<file path="src/rtl/rx_vc_framer.sv">
// Multi-VC receive framer: per-VC header/body tracking with length bounds checking,
// feeding a one-deep registered valid/ready output stage.
module rx_vc_framer #(
    parameter int unsigned FLIT_WIDTH = 32,
    parameter int unsigned NUM_VC     = 2,
    parameter int unsigned LEN_WIDTH  = 8,
    parameter int unsigned LEN_LSB    = 16,
    parameter int unsigned MIN_LEN    = 2,
    parameter int unsigned MAX_LEN    = (2 ** LEN_WIDTH) - 1,
    localparam int unsigned VC_WIDTH  = (NUM_VC > 1) ? $clog2(NUM_VC) : 1
) (
    input  logic                  clk_i,
    input  logic                  rst_i,
    input  logic                  flush_i,
    input  logic                  in_valid_i,
    output logic                  in_ready_o,
    input  logic [FLIT_WIDTH-1:0] in_flit_i,
    input  logic [VC_WIDTH-1:0]   in_vc_i,
    output logic                  out_valid_o,
    input  logic                  out_ready_i,
    output logic [FLIT_WIDTH-1:0] out_flit_o,
    output logic [VC_WIDTH-1:0]   out_vc_o,
    output logic                  out_sop_o,
    output logic                  out_eop_o,
    output logic                  out_err_o,
    output logic [NUM_VC-1:0]     vc_busy_o,
    output logic [7:0]            err_cnt_o
);

    typedef enum logic [0:0] {StIdle, StBody} vc_state_e;

    vc_state_e            state_q [NUM_VC];
    vc_state_e            state_d [NUM_VC];
    logic [LEN_WIDTH-1:0] rem_q   [NUM_VC];
    logic [LEN_WIDTH-1:0] rem_d   [NUM_VC];

    logic                  out_valid_q;
    logic [FLIT_WIDTH-1:0] out_flit_q;
    logic [VC_WIDTH-1:0]   out_vc_q;
    logic                  out_sop_q, out_eop_q, out_err_q;
    logic [7:0]            err_cnt_q, err_cnt_d;

    logic                  accept;
    logic                  vc_ok;
    logic [LEN_WIDTH-1:0]  len;
    logic                  len_ok;
    vc_state_e             cur_state;
    logic [LEN_WIDTH-1:0]  cur_rem;
    logic                  sop_d, eop_d, err_d;

    assign in_ready_o = !out_valid_q || out_ready_i;
    assign accept     = in_valid_i && in_ready_o;
    assign vc_ok      = ({1'b0, in_vc_i} < (VC_WIDTH + 1)'(NUM_VC));
    assign len        = in_flit_i[LEN_LSB +: LEN_WIDTH];
    assign len_ok     = (32'(len) >= MIN_LEN) && (32'(len) <= MAX_LEN);

    // Select the addressed VC by comparison so an out-of-range in_vc never indexes the arrays.
    always_comb begin
        cur_state = StIdle;
        cur_rem   = '0;
        for (int v = 0; v < NUM_VC; v++) begin
            if (vc_ok && (VC_WIDTH'(v) == in_vc_i)) begin
                cur_state = state_q[v];
                cur_rem   = rem_q[v];
            end
        end
    end

    always_comb begin
        sop_d = 1'b0;
        eop_d = 1'b0;
        err_d = 1'b0;
        for (int v = 0; v < NUM_VC; v++) begin
            state_d[v] = state_q[v];
            rem_d[v]   = rem_q[v];
        end

        if (!vc_ok) begin
            sop_d = 1'b1;
            eop_d = 1'b1;
            err_d = 1'b1;
        end else if (cur_state == StIdle) begin
            sop_d = 1'b1;
            if (!len_ok) begin
                eop_d = 1'b1;
                err_d = 1'b1;
            end else if (len == LEN_WIDTH'(1)) begin
                // Single-flit packet (only legal when MIN_LEN is 1): never enter BODY with 0 left.
                eop_d = 1'b1;
            end
        end else begin
            eop_d = (cur_rem <= LEN_WIDTH'(1));
        end

        for (int v = 0; v < NUM_VC; v++) begin
            if (accept && vc_ok && (VC_WIDTH'(v) == in_vc_i)) begin
                if (state_q[v] == StIdle) begin
                    if (len_ok && !eop_d) begin
                        state_d[v] = StBody;
                        rem_d[v]   = len - LEN_WIDTH'(1);
                    end
                end else if (eop_d) begin
                    state_d[v] = StIdle;
                    rem_d[v]   = '0;
                end else begin
                    rem_d[v] = rem_q[v] - LEN_WIDTH'(1);
                end
            end
        end

        err_cnt_d = err_cnt_q;
        if (accept && err_d && (err_cnt_q != 8'hFF)) begin
            err_cnt_d = err_cnt_q + 8'd1;
        end
    end

    always_ff @(posedge clk_i) begin
        if (rst_i) begin
            for (int v = 0; v < NUM_VC; v++) begin
                state_q[v] <= StIdle;
                rem_q[v]   <= '0;
            end
            out_valid_q <= 1'b0;
            out_flit_q  <= '0;
            out_vc_q    <= '0;
            out_sop_q   <= 1'b0;
            out_eop_q   <= 1'b0;
            out_err_q   <= 1'b0;
            err_cnt_q   <= 8'd0;
        end else if (flush_i) begin
            // A flit accepted alongside flush is consumed and dropped.
            for (int v = 0; v < NUM_VC; v++) begin
                state_q[v] <= StIdle;
                rem_q[v]   <= '0;
            end
            out_valid_q <= 1'b0;
        end else begin
            for (int v = 0; v < NUM_VC; v++) begin
                state_q[v] <= state_d[v];
                rem_q[v]   <= rem_d[v];
            end
            err_cnt_q <= err_cnt_d;
            if (accept) begin
                out_valid_q <= 1'b1;
                out_flit_q  <= in_flit_i;
                out_vc_q    <= in_vc_i;
                out_sop_q   <= sop_d;
                out_eop_q   <= eop_d;
                out_err_q   <= err_d;
            end else if (out_ready_i) begin
                out_valid_q <= 1'b0;
            end
        end
    end

    always_comb begin
        for (int v = 0; v < NUM_VC; v++) begin
            vc_busy_o[v] = (state_q[v] == StBody);
        end
    end

    assign out_valid_o = out_valid_q;
    assign out_flit_o  = out_flit_q;
    assign out_vc_o    = out_vc_q;
    assign out_sop_o   = out_sop_q;
    assign out_eop_o   = out_eop_q;
    assign out_err_o   = out_err_q;
    assign err_cnt_o   = err_cnt_q;

endmodule

</file>
<file path="config.mk">
export PLATFORM = sky130hd
export DESIGN_NAME = rx_vc_framer
export DESIGN_NICKNAME = d
export VERILOG_FILES = /design/src/rtl/rx_vc_framer.sv
export SDC_FILE = /design/constraint.sdc
export NUM_CORES = 1
export LEC_CHECK = 0
export ABC_CLOCK_PERIOD_IN_PS = 6200
export CORE_ASPECT_RATIO = 1.5
export CORE_MARGIN = 2
export CORE_UTILIZATION = 40
export CTS_CLUSTER_DIAMETER = 30
export CTS_CLUSTER_SIZE = 24
export DETAILED_ROUTE_END_ITERATION = 8
export GPL_TIMING_DRIVEN = 0
export HOLD_SLACK_MARGIN = 0.03
export PLACE_DENSITY = 0.68
export SLEW_MARGIN = 15
export SYNTH_ARGS = -nofsm -noshare
export SYNTH_HDL_FRONTEND = slang
export SYNTH_SLANG_ARGS = --single-unit
</file>
<file path="constraint.sdc">
create_clock -name clk_i -period 6.2 [get_ports clk_i]
set_clock_uncertainty 0.2 [all_clocks]
set_input_delay 0.62 -clock clk_i [delete_from_list [all_inputs] [get_ports clk_i]]
set_output_delay 0.62 -clock clk_i [all_outputs]
set_load 0.005 [all_outputs]
</file>
==> run metrics <==
Final Util=0.581; worst-skew pair later-pin latency=0.33 ns; DRC errors left=0; synthesized netlist cell count=344; category of the worst setup path capture point=register; ratio of routed vias to standard cells=5.19; area share of the largest cell type after synthesis=0.287; Reg2Reg Setup Slack=3.53 ns; Yosys warning count=0; Netlist cell types=44; post-CTS setup buffer count=0; number of H-tree levels=3; number of inserted filler cells in the final layout=703; synthesized net count=388; area delta synth->final=40.8%; pre-CTS worst setup slack=2.26 ns; quantity of gates resized following cts=0; buffers from clock root to sink, at most=2; DP Cell Count=531; worst rel slew slack=0.503; kind of launch point of the worst setup path=input port; Port Buffer Count=85; die height=113 um; transition time at the pin with the least slew margin=0.740 ns; number of flops mapped to enable cells by yosys=18; Detailed Routing Iterations Pass 1=4; layout net count=484; dominant register cell in the synthesized netlist=sky130_fd_sc_hd__dfxtp_1; RSZ-0062 raised after global routing=no; antenna-violating nets left=0; worst-case setup margin in the final layout=2.93 ns; synthesized area per cell=9.13 um2; total wirelength of the detailed-routed design=8350 um; cell at the root of the clock tree=sky130_fd_sc_hd__clkbuf_16; commonest non-fill, non-tap cell in the layout=sky130_fd_sc_hd__clkdlybuf4s50_1; sequential share of the synthesized area=0.459; Post-Layout Cell Count=547; final critical delay including setup and external delays=3.27 ns; fmax=306 MHz; Yosys top cell by area=sky130_fd_sc_hd__dfxtp_1; maximum fanout count along the critical path=10; number of buffers inserted during clock tree synthesis=9; top area cells in the synthesized netlist=sky130_fd_sc_hd__dfxtp_1, sky130_fd_sc_hd__edfxtp_1, sky130_fd_sc_hd__nand2_1; GRT overflow=0; number of hold buffers added after CTS=0; cell area after technology mapping=0.00314 mm2; Final Cycle Share=0.527; WHS Endpoint=out_flit_o[28]$_SDFFE_PP0P_; antenna violations before repair=0; number of hold violations in the final report=0; fraction of layout instances using a drive strength above 1=0.0787; Reg2Reg Capture Point=rem_q[0][4]$_SDFFCE_PN0P_; clock sink count=63; starting density of the core=0.412; CORE AREA=0.00761 mm2; Hold Crit Class=register to register; global-route wire length before repair=13900 um; via count=2839; critical setup path kind=input port to register; outcome=complete, no violations; all-layer global routing usage=0.204; share of synthesized registers carrying an async set or reset=0; vias in the first global route=2904; required time worst endpoint=5.96 ns; largest net degree at the start of global routing=12; Maximum Capacitance Violations=0; setup TNS after final layout=0 ns; reported leakage power=0.00157 uW; highest ir drop seen on vdd=0.158 mV; reg2reg path depth=6; WL per Instance=15.3 um; Reg2Reg Launch Point=state_q[0][0]$_SDFFCE_PN0P_; die outline area=0.00859 mm2; cell depth of the worst hold path=2; TritonCTS clock tree=built; total count of max-transition violations in the final report=0; Power per Cell Area=260 mW/mm2; width of the chip=76.3 um; commonest non-fill, non-tap cells in the layout=sky130_fd_sc_hd__clkdlybuf4s50_1, sky130_fd_sc_hd__nand2_1, sky130_fd_sc_hd__dfxtp_1; Arrival @ worst endpoint=3.02 ns; weighted congestion at the end of routability-driven global placement=0.854; Ports=86; detailed placer's ending HPWL=6150 um; standard-cell rows=39; number of setup violations in the final report=0; flip-flop and latch count after synthesis=63; overall power consumption=1150 uW; Worst-path clk slew=0.05 ns; Ant. Diodes=0; worst min-delay path startpoint=out_flit_o[28]$_SDFFE_PP0P_; DRT iter0 DRCs=126
synthesized netlist by cell type, types with 3 or more instances:
cell,count
sky130_fd_sc_hd__ha_1,6
sky130_fd_sc_hd__dfxtp_1,45
sky130_fd_sc_hd__nor4_4,4
sky130_fd_sc_hd__and4_1,4
sky130_fd_sc_hd__buf_1,3
sky130_fd_sc_hd__nor2b_1,8
sky130_fd_sc_hd__and3_1,3
sky130_fd_sc_hd__nor3_1,8
sky130_fd_sc_hd__edfxtp_1,18
sky130_fd_sc_hd__mux2_1,4
sky130_fd_sc_hd__o32ai_1,15
sky130_fd_sc_hd__nand3b_1,3
sky130_fd_sc_hd__nor4_1,5
sky130_fd_sc_hd__nand2b_1,4
sky130_fd_sc_hd__nand3_1,6
sky130_fd_sc_hd__xnor2_1,12
sky130_fd_sc_hd__nand2_1,77
sky130_fd_sc_hd__buf_6,3
sky130_fd_sc_hd__a21oi_1,40
sky130_fd_sc_hd__inv_1,12
sky130_fd_sc_hd__or3_1,3
sky130_fd_sc_hd__clkbuf_1,11
sky130_fd_sc_hd__xor2_1,6
sky130_fd_sc_hd__nor2_1,17
area by class of cell:
| class | count | area, um2 | area share |
|---|---|---|---|
| Buffer | 19 | 98.8 | 0.0224 |
| Clock buffer | 12 | 279 | 0.0631 |
| Clock inverter | 4 | 23.8 | 0.00538 |
| Inverter | 12 | 45.0 | 0.0102 |
| Multi-Input combinational cell | 250 | 1550 | 0.352 |
| Sequential cell | 63 | 1440 | 0.326 |
| Tap cell | 102 | 128 | 0.0289 |
| Timing Repair Buffer | 85 | 851 | 0.192 |
routing by layer:
layer  share of wire  vias to the layer above  global-route usage  wire length [um]
li1                -                     1405                   -                 -
met3           0.046                       18              0.0523               387
met5               0                        -                   0                 0
met2            0.53                       67               0.362              4390
met4           0.026                        0              0.0885               213
met1            0.40                     1349               0.230              3360
state kept, by name, indices dropped and copies added, names as in the netlist:
name,cells
out_vc_o,1
out_sop_o,1
err_cnt_o,8
state_q,2
out_err_o,1
rem_q,16
out_flit_o,32
out_valid_o,1
out_eop_o,1
report_power, final:
part	switching [uW]	internal (uW)	total (uW)
clock network	187	319	506
registers	18.3	451	469
logic	85.1	88.6	174
total	290	858	1150
how the worst max path moves through the flow:
stage	startpoint	end	slack, ns	depth (start not counted)
after floorplan	in_flit_i[16]	rem_q[0][0]$_SDFFCE_PN0P_	3.40	7
after global placement	in_flit_i[16]	rem_q[0][13]$_SDFFCE_PN0P_	2.33	8
after detailed placement	in_flit_i[16]	rem_q[0][14]$_SDFFCE_PN0P_	2.26	8
after CTS	in_flit_i[16]	rem_q[0][14]$_SDFFCE_PN0P_	2.60	8
after global routing	in_flit_i[16]	rem_q[0][14]$_SDFFCE_PN0P_	2.76	8
final	in_flit_i[16]	rem_q[0][4]$_SDFFCE_PN0P_	2.93	8
critical path, cell delays in order:
cell and delay (ns):
sky130_fd_sc_hd__clkdlybuf4s50_1 0.62, sky130_fd_sc_hd__inv_1 0.18, sky130_fd_sc_hd__ha_1 0.16, sky130_fd_sc_hd__nor2_1 0.06
sky130_fd_sc_hd__o2111a_1 0.29, sky130_fd_sc_hd__or3_4 0.35, sky130_fd_sc_hd__buf_6 0.15, sky130_fd_sc_hd__o21ai_1 0.60
cell families (layout without fill, tap and decap cells):
logic type,count (synthesis),after routing,share of synthesized area
mux,7,7,0.0247
fa+ha+maj,6,6,0.0239
xor+xnor,18,18,0.0502
compound gates,63,63,0.124
flops,63,63,0.459
buf+inv,31,132,0.0458
simple gates,156,156,0.272
metrics by stage:
step	instance area, um2	hold WS [ns]
floorplan	3140	0.253
global placement	4120	0.242
detailed placement	4120	0.246
CTS	4420	0.253
global route	4420	0.268
finish	4420	0.251
Note: power is estimated with default switching activity, not from simulation.
